--- src/rtl/ring_counter_gen.sv ---
// Parametrised one-hot / Johnson ring counter used as a phase generator.
// Supports direction, parallel load, illegal-state repair, wrap pulse and position.
module ring_counter_gen #(
  parameter int W = 4,
  parameter bit AUTO_FIX = 1'b1,
  localparam int PW = $clog2(2*W)
) (
  input  logic          clk,
  input  logic          clr_n,
  input  logic          en,
  input  logic          dir,
  input  logic          mode,
  input  logic          load,
  input  logic [W-1:0]  load_val,
  output logic [W-1:0]  q,
  output logic [PW-1:0] pos,
  output logic          wrap,
  output logic          illegal
);

  logic [W-1:0]  q_q, q_d;
  logic          wrap_q, wrap_d;
  logic          mode_q, mode_d;
  logic [W-1:0]  shifted;
  logic          fb;
  logic          ring_ok, john_ok;
  logic [PW-1:0] ring_pos, john_pos;
  logic [W-1:0]  all1;
  int            ones;

  function automatic logic [W-1:0] seed(input logic m);
    return m ? '0 : {1'b1, {(W-1){1'b0}}};
  endfunction

  // Classify q against both legal pattern families and find its position.
  always_comb begin
    all1     = '1;
    ones     = 0;
    ring_pos = '0;
    john_ok  = 1'b0;
    john_pos = '0;
    for (int i = 0; i < W; i++) begin
      if (q_q[i]) begin
        ones     = ones + 1;
        ring_pos = PW'(W - 1 - i);
      end
    end
    ring_ok = (ones == 1);
    for (int k = 0; k <= W; k++) begin
      if (q_q == ~(all1 >> k)) begin
        john_ok  = 1'b1;
        john_pos = PW'(k);
      end
    end
    for (int k = 1; k < W; k++) begin
      if (q_q == (all1 >> (W - k))) begin
        john_ok  = 1'b1;
        john_pos = PW'(2*W - k);
      end
    end
  end

  assign illegal = mode_q ? !john_ok : !ring_ok;
  assign pos     = illegal ? '0 : (mode_q ? john_pos : ring_pos);

  always_comb begin
    if (!dir) begin
      fb      = mode_q ? ~q_q[0] : q_q[0];
      shifted = {fb, q_q[W-1:1]};
    end else begin
      fb      = mode_q ? ~q_q[W-1] : q_q[W-1];
      shifted = {q_q[W-2:0], fb};
    end
  end

  always_comb begin
    q_d    = q_q;
    wrap_d = 1'b0;
    mode_d = mode_q;
    if (load) begin
      q_d = load_val;
    end else if (mode != mode_q) begin
      q_d    = seed(mode);
      mode_d = mode;
    end else if (AUTO_FIX && illegal) begin
      q_d = seed(mode_q);
    end else if (en) begin
      q_d    = shifted;
      wrap_d = (shifted == seed(mode_q));
    end
  end

  always_ff @(posedge clk) begin
    if (!clr_n) begin
      q_q    <= seed(mode);
      wrap_q <= 1'b0;
      mode_q <= mode;
    end else begin
      q_q    <= q_d;
      wrap_q <= wrap_d;
      mode_q <= mode_d;
    end
  end

  assign q    = q_q;
  assign wrap = wrap_q;

endmodule

--- config.mk ---
export PLATFORM = sky130hd
export DESIGN_NAME = ring_counter_gen
export DESIGN_NICKNAME = d
export VERILOG_FILES = /design/src/rtl/ring_counter_gen.sv
export SDC_FILE = /design/constraint.sdc
export NUM_CORES = 1
export LEC_CHECK = 0
export ABC_AREA = 1
export CAP_MARGIN = 20
export CORE_MARGIN = 2
export CORE_UTILIZATION = 34
export CTS_BUF_LIST = sky130_fd_sc_hd__clkbuf_4 sky130_fd_sc_hd__clkbuf_8
export DETAILED_ROUTE_END_ITERATION = 12
export DONT_BUFFER_PORTS = 1
export GPL_ROUTABILITY_DRIVEN = 0
export HOLD_SLACK_MARGIN = 0.08
export PLACE_DENSITY = 0.51
export SLEW_MARGIN = 10
export SYNTH_ARGS = -nofsm -noshare
export SYNTH_HDL_FRONTEND = slang
export SYNTH_SLANG_ARGS = --single-unit
--- constraint.sdc ---
create_clock -name clk -period 2.3 [get_ports clk]
set_clock_uncertainty 0.1 [all_clocks]
set_input_delay 0.115 -clock clk [delete_from_list [all_inputs] [get_ports clk]]
set_output_delay 0.115 -clock clk [all_outputs]
set_load 0.005 [all_outputs]
[After elaboration in Yosys (flattened, before gate mapping)]
Index checks and enable logic that the tools add are counted.
Cells by class
  add/subtract/negate cells: 3
  equal/unequal tests: 13
  muxes and demuxes: 39
  bitwise operators: 4
  reduce and logical (&&, ||, !) cells: 5
Operators by type and width (count)
  $add 32x2->32 const B: 3
  $mux 32: 3
  $eq 32x2->1 const B: 1
  $mux 4: 8
  $mux 3: 10
  $eq 4x4->1 const B: 4
  $mux 1: 16
  $ne 5x1->1 const B: 1
  $reduce_or 5->1: 1
  $eq 4x1->1 const B: 1
  $eq 4x2->1 const B: 1
  $eq 4x3->1 const B: 1
  $eq 4x4->1: 1
  $logic_not 4->1: 1
  $mux 2: 2
  $not 1->1: 4
  $logic_not 1->1: 2
  $ne 2x1->1 const B: 1
  $ne 2x2->1 const B: 1
  $reduce_and 2->1: 1
  $ne 1x1->1: 1
Storage, ports and cells
  bits in registers: 6
  input bits: 10
  output and inout port bits: 9
  logic and storage cells: 67

[Longest topological paths before layout]
Gate-level depths: netlist (run 1).
  depth after elaboration: 15
  depth in mapped cells: 14
  mapped depth without buffers: 14

[Worst setup path after synthesis (run 1)]
No wires, ideal clock.
  path type: reg2reg
  from: register q_q[0], in the netlist q[0]
  to: register q_q[0], in the netlist q[0] (enable)
  setup time: 0.296 ns
  arrival time: 1.838 ns
  required time: 1.904 ns
  path slack: 0.066 ns
  stages on the path, launching flop included: 12
  buffers on the path: 0
  period minus slack after synthesis: 2.234 ns
  path through: edfxtp_1 > inv_1 > ha_1 > nor2_1 > nor2_2 > ha_1 > nor2_1 > o21ai_1 > nand2_1 > nand2_1 > nand2_4 > nand4_1
Between the ends
  cells in the longest elaborated chain, start to end: 12
  elaborated cells between the ends (all ways): 28
  classes of those cells: add/sub: 3; eq/ne: 9; mux: 13; reduce/logical: 3
RTL lines
  from (decl): line 21  | logic [W-1:0] q_q, q_d;
  from (signal assigned): line 95  | q_q <= seed(mode);
  from (signal assigned): line 99  | q_q <= q_d;
  branches (longest 10 deep; another with $add 32x2->32)
  $mux 1 *: line 63  | assign illegal = mode_q ? !john_ok : !ring_ok;
  $ne 5x1->1 (no source line) *
Every way passes the cells marked *.
A chain may end at the register's enable or synchronous reset.

[Worst setup path in the final report (run 1)]
  from: register q_q[1], in the netlist q[1]
  to: output port pos[0]
Between the ends
  cells in the longest elaborated chain, start to end: 12
  elaborated cells between the ends (all ways): 37
  classes of those cells: add/sub: 2; eq/ne: 8; mux: 24; reduce/logical: 3
RTL lines
  branches (longest 10 deep; another with $add 32x2->32)
  $mux 1 *: line 63
  net illegal: line 18  | output logic illegal
  $mux 3 *: line 64  | assign pos = illegal ? '0 : (mode_q ? john_pos : ring_pos);
  to (decl): line 16  | output logic [PW-1:0] pos,
Mark *: on every way through the listed nets, which the timed path passes.

==> results of run 1 <==
kinds of logic after synthesis:
family,Yosys count,synth area share
XOR/XNOR,2,0.02296
AND/OR/NAND/NOR,70,0.4476
flip-flops,6,0.2229
adder cells (fa/ha/maj),5,0.08197
AO/OA/AOI/OAI,17,0.1213
buffers and inverters,17,0.1033
placed cells by master (no fill, tap or decap):
master / Yosys / final
nand2_1: 38 / 37
buf_4: 0 / 13
dlygate4sd3_1: 0 / 9
inv_2: 6 / 8
nand3_1: 8 / 8
nor2_1: 9 / 8
o21ai_0: 7 / 7
inv_1: 8 / 6
a21oi_1: 5 / 5
edfxtp_1: 5 / 5
nand4_1: 4 / 4
clkbuf_4: 0 / 4
ha_1: 5 / 3
buf_6: 2 / 3
nor2_4: 0 / 2
nand2_4: 2 / 2
nor2_2: 3 / 2
ha_4: 0 / 2
o21ai_4: 0 / 1
o21ai_1: 2 / 1
xor2_1: 1 / 1
nand2_2: 1 / 1
clkinv_1: 1 / 1
nand2_8: 0 / 1
nor3_4: 0 / 1
o211ai_1: 1 / 1
a21oi_4: 0 / 1
or2_4: 1 / 1
nand3_4: 1 / 1
a31oi_1: 1 / 1
xnor2_1: 1 / 1
and3_1: 1 / 1
nor3_2: 2 / 1
dfxtp_1: 1 / 1
registers in the layout, summed over array words and instances, names as in the netlist:
signal and count:
q 4, mode_q 1, wrap 1
worst max-delay path: stages, from the launching register on:
cell      delay, ns
edfxtp_1       0.41
inv_2          0.10
ha_4           0.22
nor2_4         0.14
nor2_4         0.06
ha_1           0.27
nor2_1         0.10
o21ai_1        0.07
nand2_1        0.07
nand2_2        0.06
nand2_4        0.06
buf_6          0.11
nand2_8        0.06
a21oi_4        0.12
area by class of cell:
class	count	area, um2
Fill cell	233	1064
Tap cell	28	35.03
Timing Repair Buffer	25	221.5
Inverter	15	56.30
Multi-Input combinational cell	94	593.1
Clock buffer	4	30.03
Sequential cell	6	170.2
metal layers:
layer / up-vias / global-route usage / wire [um]
met3: 11 / 0.02632 / 82
met1: 373 / 0.1903 / 839
li1: 440 / - / -
met4: 0 / 0.1316 / 98
met5: - / 0 / 0
met2: 34 / 0.3077 / 1029
report_power, final:
| part | internal (mW) | switching (mW) |
|---|---|---|
| clock network | 0.0779 | 0.0447 |
| registers | 0.129 | 0.0179 |
| logic | 0.135 | 0.156 |
| total | 0.342 | 0.218 |
what timing repair did:
action / in CTS / in global routing
setup buffers: 7 / 1
endpoints found under the hold margin: 7 / 0
resized for setup: 15 / 3
hold buffers: 9 / 0
endpoints found under the setup margin: 7 / 10
pin swaps: 5 / 7
per-stage QoR:
step,power (mW),setup TNS (ns)
2_1_floorplan,0.2973,0
3_3_place_gp,0.3435,0
3_5_place_dp,0.3461,-0.1539
4_1_cts,0.5521,-0.005366
5_1_grt,0.6060,-0.9606
6_report,0.5607,-0.02942
final timing paths:
path | from | end | slack, ns | cells past startpoint
setup / recovery | q[1] | pos[0] | -0.02 | 13
hold reg to reg | mode_q | wrap | 0.92 | 5
hold / removal | clr_n | q[3] | 0.09 | 3
setup reg to reg | q[1] | q[2] | 0.03 | 12
==> results.py, run 1 <==
metrics = {
    "cells_and_area": {
        "final_util": 0.5098,
        "stdcell_area_mm2": 0.001106,
        "antenna_cells": 0,
        "syn_to_final_growth_pct": 44.92,
        "finalNonFillerCells": 172,
        "drive_above_1_share": 0.3056,
        "finalNetCount": 160,
    },
    "clocking": {
        "clock_sinks": 6,
        "numCtsBuffers": 3,
        "cts_tree": "yes",
        "htree_levels": 1,
        "worstSkewPairLatency_ns": 0.25,
        "cts_root_buf": "clkbuf_4",
        "cts.clk_slew.worst_paths_ns": 0.05,
        "cts_buffer_depth": 2,
    },
    "routing": {
        "vias": 858,
        "firstDrtPassIters": 4,
        "ant_nets": 0,
        "drcViolationCount": 0,
        "wl_per_cell_um": 11.91,
        "wl_um": 2049,
        "drt-initial-drc-count": 14,
        "viasPerCell": 4.988,
    },
    "logic_synthesis": {
        "synth_warnings": 0,
        "yosysMostFrequentCell": "nand2_1",
        "synthArstFlopShare": 0,
        "ys_top_cells_by_area": "edfxtp_1 (20%), nand2_1 (19%), ha_1 (8.2%)",
        "synth_cell_types": 26,
        "syn_inst": 117,
        "synth.avg_cell_area_um2": 6.523,
        "synth_fp_nets": 132,
        "netlist_area_um2": 763.2,
        "synth_seq_cells": 6,
        "synth_edf_count": 5,
        "synth.largest_area_cell": "edfxtp_1",
        "synth_top_area_share": 0.1967,
        "synth_commonest_cells": "nand2_1 (38), nor2_1 (9), inv_1 (8), nand3_1 (8), o21ai_0 (7)",
        "ys.flop_type": "edfxtp_1",
        "synth-seq-area-share": 0.2230,
    },
    "floorplanning": {
        "placementRows": 17,
        "start_util": 0.3518,
        "dieArea_mm2": 0.002640,
        "dieWidth_um": 51.38,
        "io_pins": 19,
        "die_h_um": 51.38,
        "core_mm2": 0.002170,
    },
    "sta": {
        "rsz0062_at_grt": "true",
        "finalCritPeriodShare": 1.007,
        "timing.final.ws_setup_ns": -0.01600,
        "timing.fmax_mhz": 431.8,
        "finalHoldViolCount": 0,
        "setup_violations": 2,
        "final_max_slew_viol_count": 0,
        "slew-limit-headroom": 0.7575,
        "hold_slack_ns": 0.08720,
        "fin_crit_ns": 2.316,
        "worst_slew_pin_slew_ns": 0.3638,
    },
    "pwr": {
        "p_per_area_mw_per_mm2": 506.9,
        "peakVddDrop_mv": 0.2611,
        "power.leakage_nw": 0.5133,
    },
    "status": {
        "violations": "setup timing",
        "status": "finished with violations",
    },
    "setup_path": {
        "cp.arrival_ns": 2.10,
        "cp-end-kind": "output pin",
        "path_class": "register to output pin",
        "crit_path_max_fanout": 3,
        "start_kind": "register",
        "required_ns": 2.09,
    },
    "flow_run": {
        "maxCapViolCount": 0,
    },
    "placement": {
        "dpl_cell_area_um2": 835.8,
        "dp.cells": 151,
        "io_buffers": 0,
        "dp_slack_ns": -0.03852,
        "dp_hpwl_um": 1455,
    },
    "global_route": {
        "grt_pass1_vias": 861,
        "grtUsageTotal": 0.1765,
        "grt_start_max_net_pins": 10,
        "grt_pass1_wl_um": 3456,
        "antenna_found_initial": 0,
        "overflow": 0,
    },
    "hold_path": {
        "hp-class": "input pin to register",
    },
}
No activity file was read; power rests on OpenSTA's default activity.
==> run 2, diff against run 1 <==
--- a/config.mk
+++ b/config.mk
@@ -13,8 +13,8 @@
 export DETAILED_ROUTE_END_ITERATION = 12
 export DONT_BUFFER_PORTS = 1
 export GPL_ROUTABILITY_DRIVEN = 0
-export HOLD_SLACK_MARGIN = 0.08
-export PLACE_DENSITY = 0.51
+export HOLD_SLACK_MARGIN = 0.05
+export PLACE_DENSITY = 0.49
 export SLEW_MARGIN = 10
 export SYNTH_ARGS = -nofsm -noshare
 export SYNTH_HDL_FRONTEND = slang
==> constraint.sdc (replaced) <==
create_clock -name clk -period 2.81 [get_ports clk]
set_clock_uncertainty 0.1 [all_clocks]
set_input_delay 0.1405 -clock clk [delete_from_list [all_inputs] [get_ports clk]]
set_output_delay 0.1405 -clock clk [all_outputs]
set_load 0.005 [all_outputs]
==> run 2 against run 1 <==
Against the previous run:
- via count down 9.3%
- sequential cell count unchanged
- highest routed layer unchanged
- largest cell class unchanged
- critical path depth down 1
- register-to-register slack better by 0.20 ns
- critical endpoint is now wrap
- count of clock-buffer cells in the layout unchanged
- first-iteration DRC count up 7.1%
- cell count down 8.7%
- clock power down 16%
- wire length down 12%
- worst hold slack better by 0.016 ns
- total power down 30%
- the flow now finishes without violations
==> results.py, run 2 (synthesis gave the netlist of run 1 again) <==
metrics = {
    "status": {
        "status": "finished, final reports clean",
    },
    "pwr": {
        "peakVddDrop_mv": 0.2791,
        "p_per_area_mw_per_mm2": 430.4,
        "power.leakage_nw": 0.4275,
        "finalPower_mw": 0.3931,
    },
    "placement": {
        "dp_hpwl_um": 1427,
        "dpl_cell_area_um2": 775.7,
        "io_buffers": 0,
        "dp.cells": 143,
    },
    "floorplanning": {
        "placementRows": 17,
        "start_util": 0.3518,
        "die_h_um": 51.38,
        "core_mm2": 0.002170,
        "io_pins": 19,
        "dieWidth_um": 51.38,
        "dieArea_mm2": 0.002640,
    },
    "clocking": {
        "numCtsBuffers": 3,
        "htree_levels": 1,
        "cts_root_buf": "clkbuf_4",
        "worstSkewPairLatency_ns": 0.26,
        "cts_tree": "yes",
        "clock_sinks": 6,
        "cts_buffer_depth": 2,
        "cts.clk_slew.worst_paths_ns": 0.05,
    },
    "routing": {
        "firstDrtPassIters": 4,
        "wl_um": 1799,
        "ant_nets": 0,
        "wl_per_cell_um": 11.46,
        "viasPerCell": 4.955,
        "drt-initial-drc-count": 15,
        "vias": 778,
        "drcViolationCount": 0,
    },
    "sta": {
        "final_max_slew_viol_count": 0,
        "setup_violations": 0,
        "finalCritPeriodShare": 0.9190,
        "fin_crit_ns": 2.582,
        "slew-limit-headroom": 0.7102,
        "worst_slew_pin_slew_ns": 0.4347,
        "timing.setup.tns_ns": 0,
        "finalHoldViolCount": 0,
        "timing.fmax_mhz": 387.2,
        "rsz0062_at_grt": "false",
    },
    "global_route": {
        "grt_pass1_wl_um": 3139,
        "grt_pass1_vias": 731,
        "overflow": 0,
        "grt_start_max_net_pins": 11,
        "grtUsageTotal": 0.1591,
        "antenna_found_initial": 0,
    },
    "cells_and_area": {
        "finalNonFillerCells": 157,
        "drive_above_1_share": 0.2171,
        "layout_commonest_cell": "nand2_1",
        "stdcell_area_um2": 913.4,
        "largest_reg_flops": 4,
        "antenna_cells": 0,
        "final_cell_mix": "nand2_1 (38), inv_2 (8), nand3_1 (8), nor2_1 (8)",
        "finalNetCount": 145,
        "syn_to_final_growth_pct": 19.67,
        "fillCellCount": 258,
    },
    "setup_path": {
        "cp-end-kind": "register",
        "path_class": "register to register",
        "cp.arrival_ns": 2.68,
        "start_kind": "register",
        "crit_path_max_fanout": 7,
        "required_ns": 2.91,
    },
    "flow_run": {
        "maxCapViolCount": 0,
    },
    "hold_path": {
        "hp-class": "input pin to register",
    },
}
run 2: cell types whose count changed in the layout (fill, tap and decap cells not counted), sizes merged:
cell / delta
buf: -13
dlygate4sd3: -2
run 2: worst paths after layout:
path	from	to	slack, ns	cells after the start
setup / recovery	q[0]	wrap	0.23	12
hold / removal	load_val[3]	q[3]	0.10	4
setup reg to reg	q[0]	wrap	0.23	12
hold reg to reg	q[1]	q[0]	0.90	4
run 2: power breakdown:
group          leakage, nW  internal (mW)  total, mW  switching (mW)
clock               0.0184         0.0640      0.103          0.0392
combinational        0.345         0.0700      0.165          0.0948
sequential          0.0639          0.106      0.125          0.0194
run 2: worst max-delay path: stages (launching register included):
cell and delay (ns):
edfxtp_1 0.48, ha_1 0.34, o21ai_1 0.18, inv_1 0.06, ha_1 0.26, nor2_1 0.10
o21ai_1 0.07, nand2_1 0.06, nand2_1 0.08, nand2_4 0.09, nand3_1 0.07, nor2_1 0.08
dlygate4sd3_1 0.54
run 2: cell type report:
cell class | count | area [um2] | share of cell area
clock buffer | 4 | 30.03 | 0.03288
timing repair buffer | 10 | 92.59 | 0.1014
multi-input combinational | 94 | 529.3 | 0.5795
inverter | 15 | 56.30 | 0.06164
sequential | 6 | 170.2 | 0.1863
tap | 28 | 35.03 | 0.03836
run 2: metrics by stage:
stage / setup WS [ns] / hold slack (ns) / utilization
3_3_place_gp: 0.4383 / 0.1395 / 0.3576
5_1_grt: 0.02919 / 0.1519 / 0.4210
4_1_cts: 0.1042 / 0.09395 / 0.4037
6_report: 0.2276 / 0.1032 / 0.4210
3_5_place_dp: 0.3772 / 0.1395 / 0.3576
2_1_floorplan: 0.5762 / 0.1394 / -
run 2: repair_timing:
| item | CTS | global route |
|---|---|---|
| endpoints found under the setup margin | 0 | 1 |
| setup buffers | 0 | 3 |
| hold buffers | 7 | 0 |
| hold endpoints to repair | 6 | 0 |
| gates resized for setup | 0 | 4 |
run 2: metal layers:
layer	global-route usage	part of all wire
met1	0.1929	0.44
met4	0.09211	0.023
met5	0	0
met3	0.02047	0.037
met2	0.2671	0.50
==> run 3, diff against run 2 <==
--- a/config.mk
+++ b/config.mk
@@ -6,15 +6,16 @@
 export NUM_CORES = 1
 export LEC_CHECK = 0
 export ABC_AREA = 1
+export BUFFER_PORTS_ARGS = -buffer_cell sky130_fd_sc_hd__buf_2
 export CAP_MARGIN = 20
+export CORE_ASPECT_RATIO = 0.75
 export CORE_MARGIN = 2
 export CORE_UTILIZATION = 34
 export CTS_BUF_LIST = sky130_fd_sc_hd__clkbuf_4 sky130_fd_sc_hd__clkbuf_8
 export DETAILED_ROUTE_END_ITERATION = 12
-export DONT_BUFFER_PORTS = 1
 export GPL_ROUTABILITY_DRIVEN = 0
 export HOLD_SLACK_MARGIN = 0.05
-export PLACE_DENSITY = 0.49
+export PLACE_DENSITY = 0.56
 export SLEW_MARGIN = 10
 export SYNTH_ARGS = -nofsm -noshare
 export SYNTH_HDL_FRONTEND = slang
==> run 3 against run 2 <==
Against the previous run:
- the run now ends with DRC left
- setup slack improved by 0.00080 ns
- final area decreased by 0.55%
- critical endpoint is now pos[1]
- largest cell class unchanged
- highest routed layer is now met3
- non-clock buffer count increased by 10
- core utilization increased by 1.8 points
- largest power group unchanged
- count of clock-buffer cells in the layout unchanged
==> results.py, run 3 (synthesis gave the netlist of run 1 again) <==
metrics = {
    "sta": {
        "worst_slew_pin_slew_ns": 0.4101,
        "setup_violations": 0,
        "finalCritPeriodShare": 0.9187,
        "timing.final.ws_setup_ns": 0.2284,
        "final_max_slew_viol_count": 0,
        "timing.setup.tns_ns": 0,
        "fin_crit_ns": 2.582,
        "slew-limit-headroom": 0.7266,
        "finalHoldViolCount": 0,
        "timing.fmax_mhz": 387.4,
    },
    "clocking": {
        "cts_tree": "yes",
        "numCtsBuffers": 3,
        "cts.repair.resized": 0,
        "cts_buffer_depth": 2,
        "htree_levels": 1,
        "cts.clk_slew.worst_paths_ns": 0.05,
        "clock_sinks": 6,
        "cts_root_buf": "clkbuf_4",
        "worstSkewPairLatency_ns": 0.25,
    },
    "cells_and_area": {
        "syn_to_final_growth_pct": 19.02,
        "layout_commonest_cell": "nand2_1",
        "antenna_cells": 0,
        "regArea_um2": 170.2,
        "finalNetCount": 155,
        "fillCellCount": 227,
        "finalNonFillerCells": 163,
        "final_cell_mix": "nand2_1 (38), buf_2 (18), nor2_1 (9), inv_1 (8), nand3_1 (8)",
        "multi_input_area_um2": 514.2,
        "drive_above_1_share": 0.2878,
        "largest_reg_flops": 4,
    },
    "floorplanning": {
        "die_h_um": 45.03,
        "dieWidth_um": 58.71,
        "start_util": 0.3692,
        "core_mm2": 0.002067,
        "dieArea_mm2": 0.002644,
        "io_pins": 19,
        "placementRows": 14,
    },
    "routing": {
        "vias": 796,
        "drt-initial-drc-count": 29,
        "drcViolationCount": 1,
        "wl_per_cell_um": 11.10,
        "viasPerCell": 4.883,
        "firstDrtPassIters": 8,
        "ant_nets": 0,
        "wl_um": 1809,
    },
    "hold_path": {
        "hp-class": "input pin to register",
        "hp-start": "load_val[0]",
    },
    "global_route": {
        "overflow": 0,
        "antenna_found_initial": 0,
        "grtUsageTotal": 0.1495,
        "grt_start_max_net_pins": 11,
        "grt_pass1_vias": 694,
        "grt_pass1_wl_um": 2953,
    },
    "setup_path": {
        "cp-end-kind": "output pin",
        "required_ns": 2.57,
        "cp.arrival_ns": 2.34,
        "start_kind": "register",
        "cp-startpoint": "q[0]",
        "crit_path_max_fanout": 7,
        "path_class": "register to output pin",
        "r2r-start": "q[0]",
    },
    "status": {
        "status": "finished with violations",
        "violations": "DRC",
    },
    "placement": {
        "dp.cells": 157,
        "dp_hpwl_um": 1435,
        "io_buffers": 18,
        "dp_slack_ns": 0.3920,
    },
    "pwr": {
        "peakVddDrop_mv": 0.2205,
        "p_per_area_mw_per_mm2": 425.4,
        "power.leakage_nw": 0.4698,
    },
    "flow_run": {
        "maxCapViolCount": 0,
    },
}
==> run 3: cell count changes in the layout (fill, tap and decap cells not counted), sizes merged <==
cell         previous run  this run
buf                     3        19
dlygate4sd3             7         1
==> run 3: final timing paths <==
path                                to  slack (ns)  cells past startpoint
worst min register to register    wrap        0.69                      3
worst min-delay path              q[0]        0.06                      3
worst max register to register    q[3]        0.38                     11
worst max-delay path            pos[1]        0.23                     13
==> run 3: worst max-delay path, cell delays in order (launching register included) <==
cell,delay [ns]
edfxtp_1,0.43
inv_1,0.11
ha_1,0.33
nor2_1,0.16
nor2_2,0.07
ha_1,0.29
nor2_1,0.09
o21ai_1,0.06
nand2_1,0.06
nand2_1,0.08
nand2_4,0.11
nand2_4,0.07
nor3_2,0.10
buf_2,0.13
==> run 3: where the power goes <==
part	leakage, nW	internal [mW]	total [mW]	switching (mW)
logic	0.387	0.0659	0.166	0.0999
clock network	0.0184	0.0636	0.0979	0.0343
registers	0.0639	0.106	0.123	0.0170
==> run 3: area by class of cell <==
| type | instances | area share |
|---|---|---|
| multi-input combinational | 94 | 0.5661 |
| sequential | 6 | 0.1873 |
| timing repair buffer | 20 | 0.1185 |
| inverter | 15 | 0.06198 |
| clock buffer | 4 | 0.03306 |
| tap | 24 | 0.03306 |
==> run 3: metrics by stage <==
step | util | hold slack [ns] | power (mW) | instance area, um2
2_1_floorplan | - | 0.1394 | 0.2433 | 763.2
3_3_place_gp | 0.4165 | 0.2676 | 0.2854 | 860.8
3_5_place_dp | 0.4165 | 0.2685 | 0.2873 | 860.8
4_1_cts | 0.4358 | 0.06297 | 0.3856 | 900.9
5_1_grt | 0.4395 | 0.05604 | 0.4226 | 908.4
6_report | 0.4395 | 0.06228 | 0.3864 | 908.4
==> run 3: what timing repair did <==
item | CTS | global route
setup buffers | 0 | 1
endpoints found under the hold margin | 1 | 0
hold buffers | 1 | 0
setup endpoints to repair | 0 | 1
==> run 3: layer usage <==
| layer | track usage | wire [um] |
|---|---|---|
| met1 | 0.2021 | 942 |
| met2 | 0.2449 | 801 |
| met5 | 0 | 0 |
| met4 | 0.06364 | 0 |
| met3 | 0.01719 | 65 |
